--- config.mk ---
export PLATFORM = sky130hd
export DESIGN_NAME = ins_fetch_unit
export DESIGN_NICKNAME = d
export VERILOG_FILES = /design/src/rtl/ins_fetch_unit.sv
export SDC_FILE = /design/constraint.sdc
export NUM_CORES = 1
export LEC_CHECK = 0
export ABC_AREA = 1
export BUFFER_PORTS_ARGS = -buffer_cell sky130_fd_sc_hd__buf_4
export CORE_UTILIZATION = 40
export CTS_BUF_LIST = sky130_fd_sc_hd__clkbuf_4
export DETAILED_ROUTE_END_ITERATION = 16
export PLACE_DENSITY_LB_ADDON = 0.25
export REMOVE_ABC_BUFFERS = 1
export SLEW_MARGIN = 20
export SYNTH_ARGS = -nofsm -noshare
export SYNTH_HDL_FRONTEND = slang
export SYNTH_SLANG_ARGS = --single-unit
--- constraint.sdc ---
create_clock -name i_clkOut -period 6.9 [get_ports i_clkOut]
set_clock_uncertainty 0.05 [all_clocks]
set_input_delay 2.07 -clock i_clkOut [delete_from_list [all_inputs] [get_ports i_clkOut]]
set_output_delay 2.07 -clock i_clkOut [all_outputs]
set_load 0.05 [all_outputs]
--- src/rtl/ins_fetch_unit.sv ---
// ----------------------------------------------------------------------------
// ins_fetch_unit
//
// Instruction fetch unit for the bythoven core. Reads one byte per cycle from
// a byte-wide memory with a combinational read port, assembles INS_BYTES of
// them into an instruction, and hands it to decode over valid/ready together
// with its PC and a pre-decoded "single note" flag. The unit owns the PC: it
// advances sequentially after every accepted instruction and can be
// redirected to any target at any time.
//
// Optional feature macro: FETCH_ALIGN_CHECK_EN
//   When defined, a fetch that starts at a PC that is not a multiple of
//   INS_BYTES enters a sticky FAULT state (o_fault=1) instead of reading
//   memory; only a redirect or reset leaves it. When undefined, o_fault is
//   tied low and misaligned PCs simply fetch bytes pc..pc+INS_BYTES-1.
//
// Ports:
//   i_clkOut          clock, all state updates on the rising edge
//   i_reset           synchronous active-high reset
//   i_redirect        load i_redirect_pc and restart the fetch
//   i_redirect_pc     redirect target PC
//   o_raddr           memory byte address (combinational from pc and idx)
//   i_rdata           memory byte for o_raddr, same cycle
//   o_ins_valid       o_ins, o_ins_pc and o_is_single_note are valid
//   i_ins_ready       decode accepts the presented instruction
//   o_ins             assembled instruction
//   o_ins_pc          PC of o_ins
//   o_is_single_note  note field of o_ins is all zeros
//   o_fault           misaligned-PC fault (sticky)
// ----------------------------------------------------------------------------
module ins_fetch_unit #(
    parameter int                PC_W       = 64,
    parameter int                ADDR_W     = 10,
    parameter int                INS_BYTES  = 4,
    parameter int                BIG_ENDIAN = 0,
    parameter logic [PC_W-1:0]   RESET_PC   = '0,
    parameter int                NOTE_LSB   = 23,
    parameter int                NOTE_W     = 8
) (
    input  logic                   i_clkOut,
    input  logic                   i_reset,
    input  logic                   i_redirect,
    input  logic [PC_W-1:0]        i_redirect_pc,
    output logic [ADDR_W-1:0]      o_raddr,
    input  logic [7:0]             i_rdata,
    output logic                   o_ins_valid,
    input  logic                   i_ins_ready,
    output logic [8*INS_BYTES-1:0] o_ins,
    output logic [PC_W-1:0]        o_ins_pc,
    output logic                   o_is_single_note,
    output logic                   o_fault
);

    localparam int               IDX_W    = (INS_BYTES > 1) ? $clog2(INS_BYTES) : 1;
    localparam int               INS_W    = 8 * INS_BYTES;
    localparam logic [IDX_W-1:0] LAST_IDX = IDX_W'(INS_BYTES - 1);
    localparam logic [PC_W-1:0]  PC_STEP  = PC_W'(INS_BYTES);
`ifdef FETCH_ALIGN_CHECK_EN
    localparam logic [PC_W-1:0]  ALIGN_MASK = PC_W'(INS_BYTES - 1);
`endif

    typedef enum logic [1:0] {
        FETCH = 2'd0,
        HOLD  = 2'd1
`ifdef FETCH_ALIGN_CHECK_EN
        ,
        FAULT = 2'd2
`endif
    } state_t;

    state_t             r_state;
    logic [PC_W-1:0]    r_pc;
    logic [IDX_W-1:0]   r_idx;
    logic [INS_W-1:0]   r_asm;
    logic [INS_W-1:0]   r_ins;
    logic [PC_W-1:0]    r_insPc;
    logic               r_insValid;
    logic               r_singleNote;
`ifdef FETCH_ALIGN_CHECK_EN
    logic               r_fault;
    logic               w_misaligned;
`endif

    logic [IDX_W-1:0]   w_lane;
    logic [INS_W-1:0]   w_asmNext;
    logic [ADDR_W-1:0]  w_raddr;

    // Memory address: walks pc, pc+1, ... while fetching and parks on pc
    // otherwise. Truncation to ADDR_W bits gives the wrap from top to 0.
    always_comb begin
        w_raddr = r_pc[ADDR_W-1:0];
        if (r_state == FETCH) begin
            w_raddr = r_pc[ADDR_W-1:0] + ADDR_W'(r_idx);
        end
    end

    // Byte lane the current memory byte belongs to, and the assembly buffer
    // with that lane replaced. On the last byte w_asmNext is the complete
    // instruction, so it can be registered straight into the output.
    always_comb begin
        w_lane = r_idx;
        if (BIG_ENDIAN != 0) begin
            w_lane = LAST_IDX - r_idx;
        end
        w_asmNext = r_asm;
        for (int k = 0; k < INS_BYTES; k++) begin
            if (w_lane == IDX_W'(k)) begin
                w_asmNext[8*k +: 8] = i_rdata;
            end
        end
    end

`ifdef FETCH_ALIGN_CHECK_EN
    assign w_misaligned = |(r_pc & ALIGN_MASK);
`endif

    // Fetch state machine. Reset beats redirect, redirect beats everything
    // else; a redirect arriving with an accepted instruction still lets that
    // transfer complete (valid drops) but the PC comes from the redirect.
    always_ff @(posedge i_clkOut) begin
        if (i_reset) begin
            r_state      <= FETCH;
            r_pc         <= RESET_PC;
            r_idx        <= '0;
            r_asm        <= '0;
            r_ins        <= '0;
            r_insPc      <= '0;
            r_insValid   <= 1'b0;
            r_singleNote <= 1'b0;
`ifdef FETCH_ALIGN_CHECK_EN
            r_fault      <= 1'b0;
`endif
        end else if (i_redirect) begin
            r_pc       <= i_redirect_pc;
            r_idx      <= '0;
            r_asm      <= '0;
            r_insValid <= 1'b0;
`ifdef FETCH_ALIGN_CHECK_EN
            if (|(i_redirect_pc & ALIGN_MASK)) begin
                r_state <= FAULT;
                r_fault <= 1'b1;
            end else begin
                r_state <= FETCH;
                r_fault <= 1'b0;
            end
`else
            r_state    <= FETCH;
`endif
        end else begin
            case (r_state)
                FETCH: begin
`ifdef FETCH_ALIGN_CHECK_EN
                    if ((r_idx == '0) && w_misaligned) begin
                        r_state <= FAULT;
                        r_fault <= 1'b1;
                    end else
`endif
                    begin
                        r_asm <= w_asmNext;
                        if (r_idx == LAST_IDX) begin
                            r_idx        <= '0;
                            r_state      <= HOLD;
                            r_insValid   <= 1'b1;
                            r_ins        <= w_asmNext;
                            r_insPc      <= r_pc;
                            r_singleNote <= (w_asmNext[NOTE_LSB +: NOTE_W] == '0);
                        end else begin
                            r_idx <= r_idx + IDX_W'(1);
                        end
                    end
                end
                HOLD: begin
                    if (r_insValid && i_ins_ready) begin
                        r_pc       <= r_pc + PC_STEP;
                        r_state    <= FETCH;
                        r_insValid <= 1'b0;
                    end
                end
`ifdef FETCH_ALIGN_CHECK_EN
                FAULT: begin
                    r_insValid <= 1'b0;
                end
`endif
                default: begin
                    r_state <= FETCH;
                end
            endcase
        end
    end

    assign o_raddr          = w_raddr;
    assign o_ins_valid      = r_insValid;
    assign o_ins            = r_ins;
    assign o_ins_pc         = r_insPc;
    assign o_is_single_note = r_singleNote;
`ifdef FETCH_ALIGN_CHECK_EN
    assign o_fault          = r_fault;
`else
    assign o_fault          = 1'b0;
`endif

endmodule

# Yosys cells after proc, flatten, opt, wreduce, memory -nomap -nowiden
# Index checks and enable logic that the tools add are counted.
op_classes:
  bitwise: 1
  eq_ne: 6
  n_reduce_logical: 12
  add_sub_neg: 3
  mux: 15
  n_lt_le_gt_ge: 0
  mul: 0
  n_shift: 0
  div_mod_pow: 0
ops:
  columns: ["op", "count"]
  rows:
  - ["64-bit two-way mux", 3]
  - ["64-bit by 3-bit adder with 64-bit output, second input constant", 1]
  - ["8-bit two-way mux", 4]
  - ["10-bit by 2-bit adder with 10-bit output", 1]
  - ["10-bit two-way mux", 1]
  - ["8-bit logical NOT", 1]
  - ["2-bit two-way mux", 3]
  - ["3-bit AND reduction", 2]
  - ["2-bit nonzero test", 3]
  - ["2-bit by 1-bit equality test with 1-bit output, second input constant", 2]
  - ["2-bit equality test, second input constant", 2]
  - ["2-bit logical NOT", 2]
  - ["2-bit one-hot mux with 2 select lines", 1]
  - ["2-bit AND reduction", 2]
  - ["2-bit by 1-bit adder with 2-bit output, second input constant", 1]
  - ["1-bit two-way mux", 2]
  - ["2-bit by 1-bit != test with 1-bit output, second input constant", 1]
  - ["2-bit != test, second input constant", 1]
  - ["1-bit one-hot mux with 2 select lines", 1]
  - ["2-bit OR reduction", 1]
  - ["1-bit logical AND", 1]
  - ["1-bit inverter", 1]
totals:
  wordCells: 45
  mem_bits_rw: 0
  out_inout_bits: 109
  ff_bits: 198
  memories: 0
  latch_bits: 0
  rom_bits: 0

# Depth between registers and ports, before layout
# Gate-level depths: netlist (run 1).
depth:
  depth_word: 4
  depth_mapped: 12

# Worst setup path after synthesis (run 1)
# No wires, ideal clock.
synth_timing:
  kind: "flip-flop to output port"
  start: "register r_idx[0]"
  end: "output o_raddr[1]"
  slack_ns: 2.656
  stages_incl_launch_ff: 5
  arrival_ns: 2.124
  required_time_ns: 4.780
  cell_sequence: "dfxtp_1 -> ha_1 -> inv_1 -> fa_1 -> o21ai_0"
synth_via:
  elab_chain_len: 2
synth_rtl:
  columns: ["item", "line", "rtl"]
  rows:
  - ["start, declared", "73", "logic [IDX_W-1:0] r_idx;"]
  - ["start signal, assigned", "168", "r_idx <= r_idx + IDX_W'(1);"]
  - ["10-bit by 2-bit adder with 10-bit output", "93", "w_raddr = r_pc[ADDR_W-1:0] + ADDR_W'(r_idx);"]
  - ["10-bit two-way mux", "92", "if (r_state == FETCH) begin"]
  - ["end, declared", "44", "output logic [ADDR_W-1:0] o_raddr,"]
# No other way between the ends.

# Worst setup path in the final report (run 1)
layout_timing:
  start: "register r_idx[0]"
  end: "output o_raddr[4]"
# The elaborated chain is that of the path after synthesis.

==> results of run 1 <==
registers in the layout (all words and copies together) (netlist names):
signal and cells:
o_ins_pc 64, r_pc 64, o_ins 32, r_asm 32
r_idx 2, o_ins_valid 1, o_is_single_note 1
cell usage after synthesis (12+ instances only):
cell type | instances | share of area, %
xor2_1 | 15 | 1.3
nor2_1 | 133 | 5.1
a31oi_1 | 32 | 2.0
inv_1 | 166 | 6.4
dfxtp_1 | 196 | 40
buf_2 | 15 | 0.77
nand3_1 | 64 | 3.3
a21oi_1 | 145 | 7.4
clkbuf_1 | 52 | 2.0
nand2_1 | 361 | 14
nand4_1 | 18 | 1.1
nor2_2 | 12 | 0.77
o21ai_0 | 161 | 8.2
area by class of cell:
class,instances,area [µm²]
Antenna cell,1,2.502
Clock buffer,17,127.6
Clock inverter,15,180.2
Fill cell,2494,12110
Inverter,175,656.9
Multi-Input combinational cell,1021,4912
Sequential cell,196,3925
Tap cell,319,399.1
Timing Repair Buffer,192,1441
metrics by stage:
| step | area, µm² | setup slack, ns | utilization (%) | total power, mW |
|---|---|---|---|---|
| after floorplan | 9490 | 1.518 | - | 1.334 |
| after global routing | 11640 | 2.029 | 49.03 | 2.176 |
| after CTS | 11640 | 2.117 | 49.02 | 2.107 |
| after global placement | 11330 | 1.856 | 47.72 | 1.442 |
| final | 11640 | 2.163 | 49.03 | 2.092 |
| after detailed placement | 11330 | 1.711 | 47.72 | 1.446 |
per-layer routing:
metal  up-vias  share of wire, %  track usage, %
li1       5019                 -               -
met1      4467                47           33.24
met2       293                45           39.14
met3        40               6.1           3.375
met4         0               1.9           7.280
met5         -                 0               0
worst max-delay path by stage:
stage / from / endpoint
after floorplan: i_redirect / o_ins[24]
after global placement: i_redirect / o_ins_pc[47]
after detailed placement: i_redirect / o_ins_pc[25]
after CTS: r_idx[0] / o_raddr[4]
after global routing: r_idx[0] / o_raddr[4]
final: r_idx[0] / o_raddr[4]
cells by family after synthesis:
logic type / Yosys count
AOI/OAI and AO/OA: 361
xor gates and xnor gates: 16
adders and majority gates: 8
buffers and inverters: 250
DFF: 196
muxes: 6
other: 1
and+or+nand+nor: 629
where the power goes:
group          switching (mW)  internal, mW  leakage, nW
combinational           0.145        0.0814         3.18
sequential             0.0343          1.16         1.59
clock                   0.466         0.202        0.165
total                   0.645          1.45         4.94
worst min-delay path: stages (launching register included):
cell,delay [ns]
dfxtp_1,0.35
nand2_1,0.06
a21oi_1,0.05
==> impl_metrics.env, run 1 <==
export IMPL_fp_dieArea_um2=25130
export IMPL_r2r_cells=7
export IMPL_holdPathEnd="o_ins[2]"
export IMPL_rsz0062_at_grt="false"
export IMPL_ant_nets=0
export IMPL_synth_xor_area_share_pct=1.430
export IMPL_seq_area_frac_synth_pct=40.03
export IMPL_grt_usage_pct=24.20
export IMPL_synth_mux_area_share_pct=0.6893
export IMPL_relSlewSlack_pct=34.83
export IMPL_mostFrequentLayoutCells="361 x nand2_1, 195 x dfxtp_1, 192 x buf_4"
export IMPL_worstPathArrival_ns=2.62
export IMPL_power_density_nw_per_um2=179.6
export IMPL_maxCapViolCount=0
export IMPL_htree_levels=4
export IMPL_drive_gt1_share_pct=17.33
export IMPL_cp_max_fo=6
export IMPL_r2r_end="r_pc[15]"
export IMPL_num_rows=56
export IMPL_layout_cells_most_common="nand2_1"
export IMPL_synth_adder_area_share_pct=1.098
export IMPL_yosys_area_share_simple_pct=27.57
export IMPL_startpoint_type="flip-flop"
export IMPL_synth_area_um2=9802
export IMPL_via_per_inst=5.072
export IMPL_syn_avg_cell_area_um2=6.682
export IMPL_syn_to_final_growth_pct=18.80
export IMPL_p_leak_nw=4.942
export IMPL_crit_family="adder cells"
export IMPL_cts_path_max_buffers=2
export IMPL_crit_buf_inv=2
export IMPL_worst_path_max_delay_cell="dfxtp_1"
export IMPL_reg2reg_from="o_ins_valid"
export IMPL_cts_tree="yes"
export IMPL_holdBufCountCts=0
export IMPL_die_width_um=158.5
export IMPL_yosys_warnings=0
export IMPL_cts_inserted_buffers=17
export IMPL_antenna_found_initial=1
export IMPL_fin_tns_setup_ns=0
export IMPL_rrSetupSlack_ns=3.50
export IMPL_core_area_um2=23750
export IMPL_endpoint_kind="output port"
export IMPL_final_max_slew_viol_count=0
export IMPL_max_stage_delay_ns=0.48
export IMPL_period_share_pct=68.65
export IMPL_die_h_um=158.5
export IMPL_port_buffers=183
export IMPL_cts_sinks=196
export IMPL_critical_path_class="reg -> out"
export IMPL_io_pin_count=185
export IMPL_worstHoldPathType="reg -> reg"
export IMPL_cts_setup_buffers=0
export IMPL_wire_per_inst_um=15.62
export IMPL_hpwl_um=21990
export IMPL_grt_pass1_wl_um=46750
export IMPL_grt_remaining_overflow=0
export IMPL_firstDrtPassIters=5
export IMPL_setup_viol=0
export IMPL_num_vias=9819
export IMPL_grt_pass1_vias=8774
export IMPL_holdWs_ns=0.4239
export IMPL_synth_cell_types=37
export IMPL_clk_insertion_delay_late_ns=0.61
export IMPL_fin_cells=1936
export IMPL_timing_fmax_ghz=0.2111
export IMPL_peakVddDrop_uv=101.4
export IMPL_synth_top_family_by_area="simple AND/OR/NAND/NOR gates"
export IMPL_place_gp_congestion=0.8910
export IMPL_start_util_pct=41.27
export IMPL_synth_compound_area_share_pct=19.26
export IMPL_hold_path_startpoint="o_ins[2]"
export IMPL_cts_resized_gates=0
export IMPL_synthFlopType="dfxtp_1"
export IMPL_fin_nets=1687
export IMPL_timing_critical_path_cells="ha_1, inv_1, fa_1, nor2_1, mux2_2, buf_4"
export IMPL_worstMarginPinSlew_ns=0.9766
export IMPL_drt_wl_total_um=30230
export IMPL_path_depth=6
export IMPL_netlist_instances=1467
export IMPL_synthArstFlopShare_pct=0
export IMPL_grt_max_degree=90
export IMPL_dp_cells=1903
export IMPL_cp_required_ns=4.78
export IMPL_synth_edf_count=0
export IMPL_drt_initial_drc_count=696
export IMPL_clk_pin_slew_ns=0.19
export IMPL_status="completed"
export IMPL_drc=0
export IMPL_hold_path_cell_count=2
export IMPL_ys_ff_latch=196
export IMPL_finalHoldViolCount=0
export IMPL_cts_root_buf="clkbuf_4"
export IMPL_period_needed_ns=4.737
Note: power is estimated with default switching activity, not from simulation.
==> run 2: changes to the inputs <==
- clock period: 6.9 -> 4.9 ns (I/O delays scaled with it)
==> impl_metrics.env, run 2 (synthesis results as in run 1) <==
export IMPL_peakVddDrop_uv=132.2
export IMPL_nFillCells=2488
export IMPL_relSlewSlack_pct=35.03
export IMPL_cts_tree="yes"
export IMPL_holdPathEnd="o_ins[12]"
export IMPL_start_util_pct=41.27
export IMPL_hold_path_cell_count=2
export IMPL_firstDrtPassIters=5
export IMPL_cp_required_ns=3.38
export IMPL_die_h_um=158.5
export IMPL_antenna_found_initial=1
export IMPL_place_gp_congestion=0.8847
export IMPL_endpoint_kind="output port"
export IMPL_clk_pin_slew_ns=0.18
export IMPL_grt_remaining_overflow=0
export IMPL_cts_resized_gates=0
export IMPL_holdBufCountCts=0
export IMPL_grt_usage_pct=24.82
export IMPL_rsz0062_at_grt="false"
export IMPL_grt_max_degree=154
export IMPL_startpoint_type="flip-flop"
export IMPL_num_vias=9878
export IMPL_period_needed_ns=4.121
export IMPL_fin_nets=1686
export IMPL_fin_tns_setup_ns=0
export IMPL_status="completed"
export IMPL_maxCapViolCount=0
export IMPL_clk_insertion_delay_late_ns=0.60
export IMPL_finalHoldViolCount=0
export IMPL_r2r_cells=7
export IMPL_port_buffers=183
export IMPL_rrSetupSlack_ns=2.33
export IMPL_layout_setup_ws_ns=0.7790
export IMPL_pre_cts_ws_ns=1.409
export IMPL_hpwl_um=21980
export IMPL_cts_inserted_buffers=17
export IMPL_dp_cells=1902
export IMPL_grt_most_used_layer="met2"
export IMPL_die_width_um=158.5
export IMPL_io_pin_count=185
export IMPL_grt_pass1_vias=8792
export IMPL_worstPathArrival_ns=2.60
export IMPL_wire_per_inst_um=15.91
export IMPL_drive_gt1_share_pct=17.40
export IMPL_grtUsageMet1_pct=34.66
export IMPL_layout_cells_most_common="nand2_1"
export IMPL_grt_pass1_wl_um=47900
export IMPL_use_met2_pct=40.10
export IMPL_r2r_end="r_pc[32]"
export IMPL_worstMarginPinSlew_ns=0.9746
export IMPL_cts_root_buf="clkbuf_4"
export IMPL_setup_viol=0
export IMPL_register_area_um2=3925
export IMPL_critical_path_class="reg -> out"
export IMPL_power_density_nw_per_um2=247.0
export IMPL_core_area_um2=23750
export IMPL_mostFrequentLayoutCells="361 x nand2_1, 195 x dfxtp_1, 190 x buf_4"
export IMPL_reg2reg_from="o_ins_valid"
export IMPL_drt_wl_total_um=30780
export IMPL_final_max_slew_viol_count=0
export IMPL_grt_use_met3_pct=3.593
export IMPL_via_per_inst=5.105
export IMPL_p_leak_nw=4.920
export IMPL_period_share_pct=84.10
export IMPL_fin_cells=1935
export IMPL_hold_path_startpoint="o_ins[12]"
export IMPL_multiInputGateArea_um2=4912
export IMPL_drt_initial_drc_count=599
export IMPL_syn_to_final_growth_pct=18.50
export IMPL_htree_levels=4
export IMPL_cp_max_fo=6
export IMPL_drc=0
export IMPL_fp_dieArea_um2=25130
export IMPL_worstHoldPathType="reg -> reg"
export IMPL_cts_path_max_buffers=2
export IMPL_cts_setup_buffers=0
export IMPL_holdWs_ns=0.4249
export IMPL_timing_fmax_ghz=0.2427
export IMPL_ant_nets=0
export IMPL_num_rows=56
export IMPL_total_power_mw=2.869
export IMPL_cts_sinks=196
## run 2: cell count changes in the layout (fill, tap and decap cells not counted), sizes merged
cell / change
buf: -1
bufinv: -1
inv: -3
clkinv: +2
clkinvlp: +1
clkbuf: +1
## run 2: layout make-up
| cell class | count | area share (%) |
|---|---|---|
| Multi-Input combinational cell | 1021 | 42.29 |
| Timing Repair Buffer | 191 | 12.45 |
| Clock buffer | 18 | 1.163 |
| Tap cell | 319 | 3.436 |
| Antenna cell | 1 | 0.02154 |
| Sequential cell | 196 | 33.79 |
| Clock inverter | 14 | 1.174 |
| Inverter | 175 | 5.666 |
## run 2: where the power goes
part	total (mW)	switching (mW)	internal (mW)
Sequential	1.69	0.0484	1.64
Combinational	0.321	0.206	0.115
Clock	0.863	0.632	0.231
Total	2.87	0.886	1.98
## run 2: how the worst max path moves through the flow
| stage | start | to | slack, ns | cells after the start |
|---|---|---|---|---|
| 6_report | r_idx[0] | o_raddr[4] | 0.78 | 6 |
| 2_1_floorplan | i_redirect | o_ins[24] | 0.12 | 6 |
| 3_5_place_dp | r_idx[0] | o_raddr[4] | 1.41 | 6 |
| 4_1_cts | r_idx[0] | o_raddr[4] | 0.73 | 6 |
| 3_3_place_gp | r_idx[0] | o_raddr[4] | 1.46 | 6 |
| 5_1_grt | r_idx[0] | o_raddr[8] | 0.60 | 6 |
## run 2: per-layer routing
layer / part of all wire (%) / wire length (µm)
met5: 0 / 0
met4: 1.6 / 489
met3: 5.6 / 1738
met2: 46 / 14020
met1: 47 / 14530
## run 2: through the flow
stage	instance area, µm²	utilization [%]
floorplan	9490	-
global placement	11340	47.74
detailed placement	11340	47.74
CTS	11610	48.88
global route	11610	48.90
finish	11610	48.90
## run 2: critical path: stages (launching register included)
cell and delay (ns):
dfxtp_1 0.45, ha_1 0.20, inv_1 0.05, fa_1 0.35, nor2_1 0.38, mux2_2 0.39, buf_4 0.19
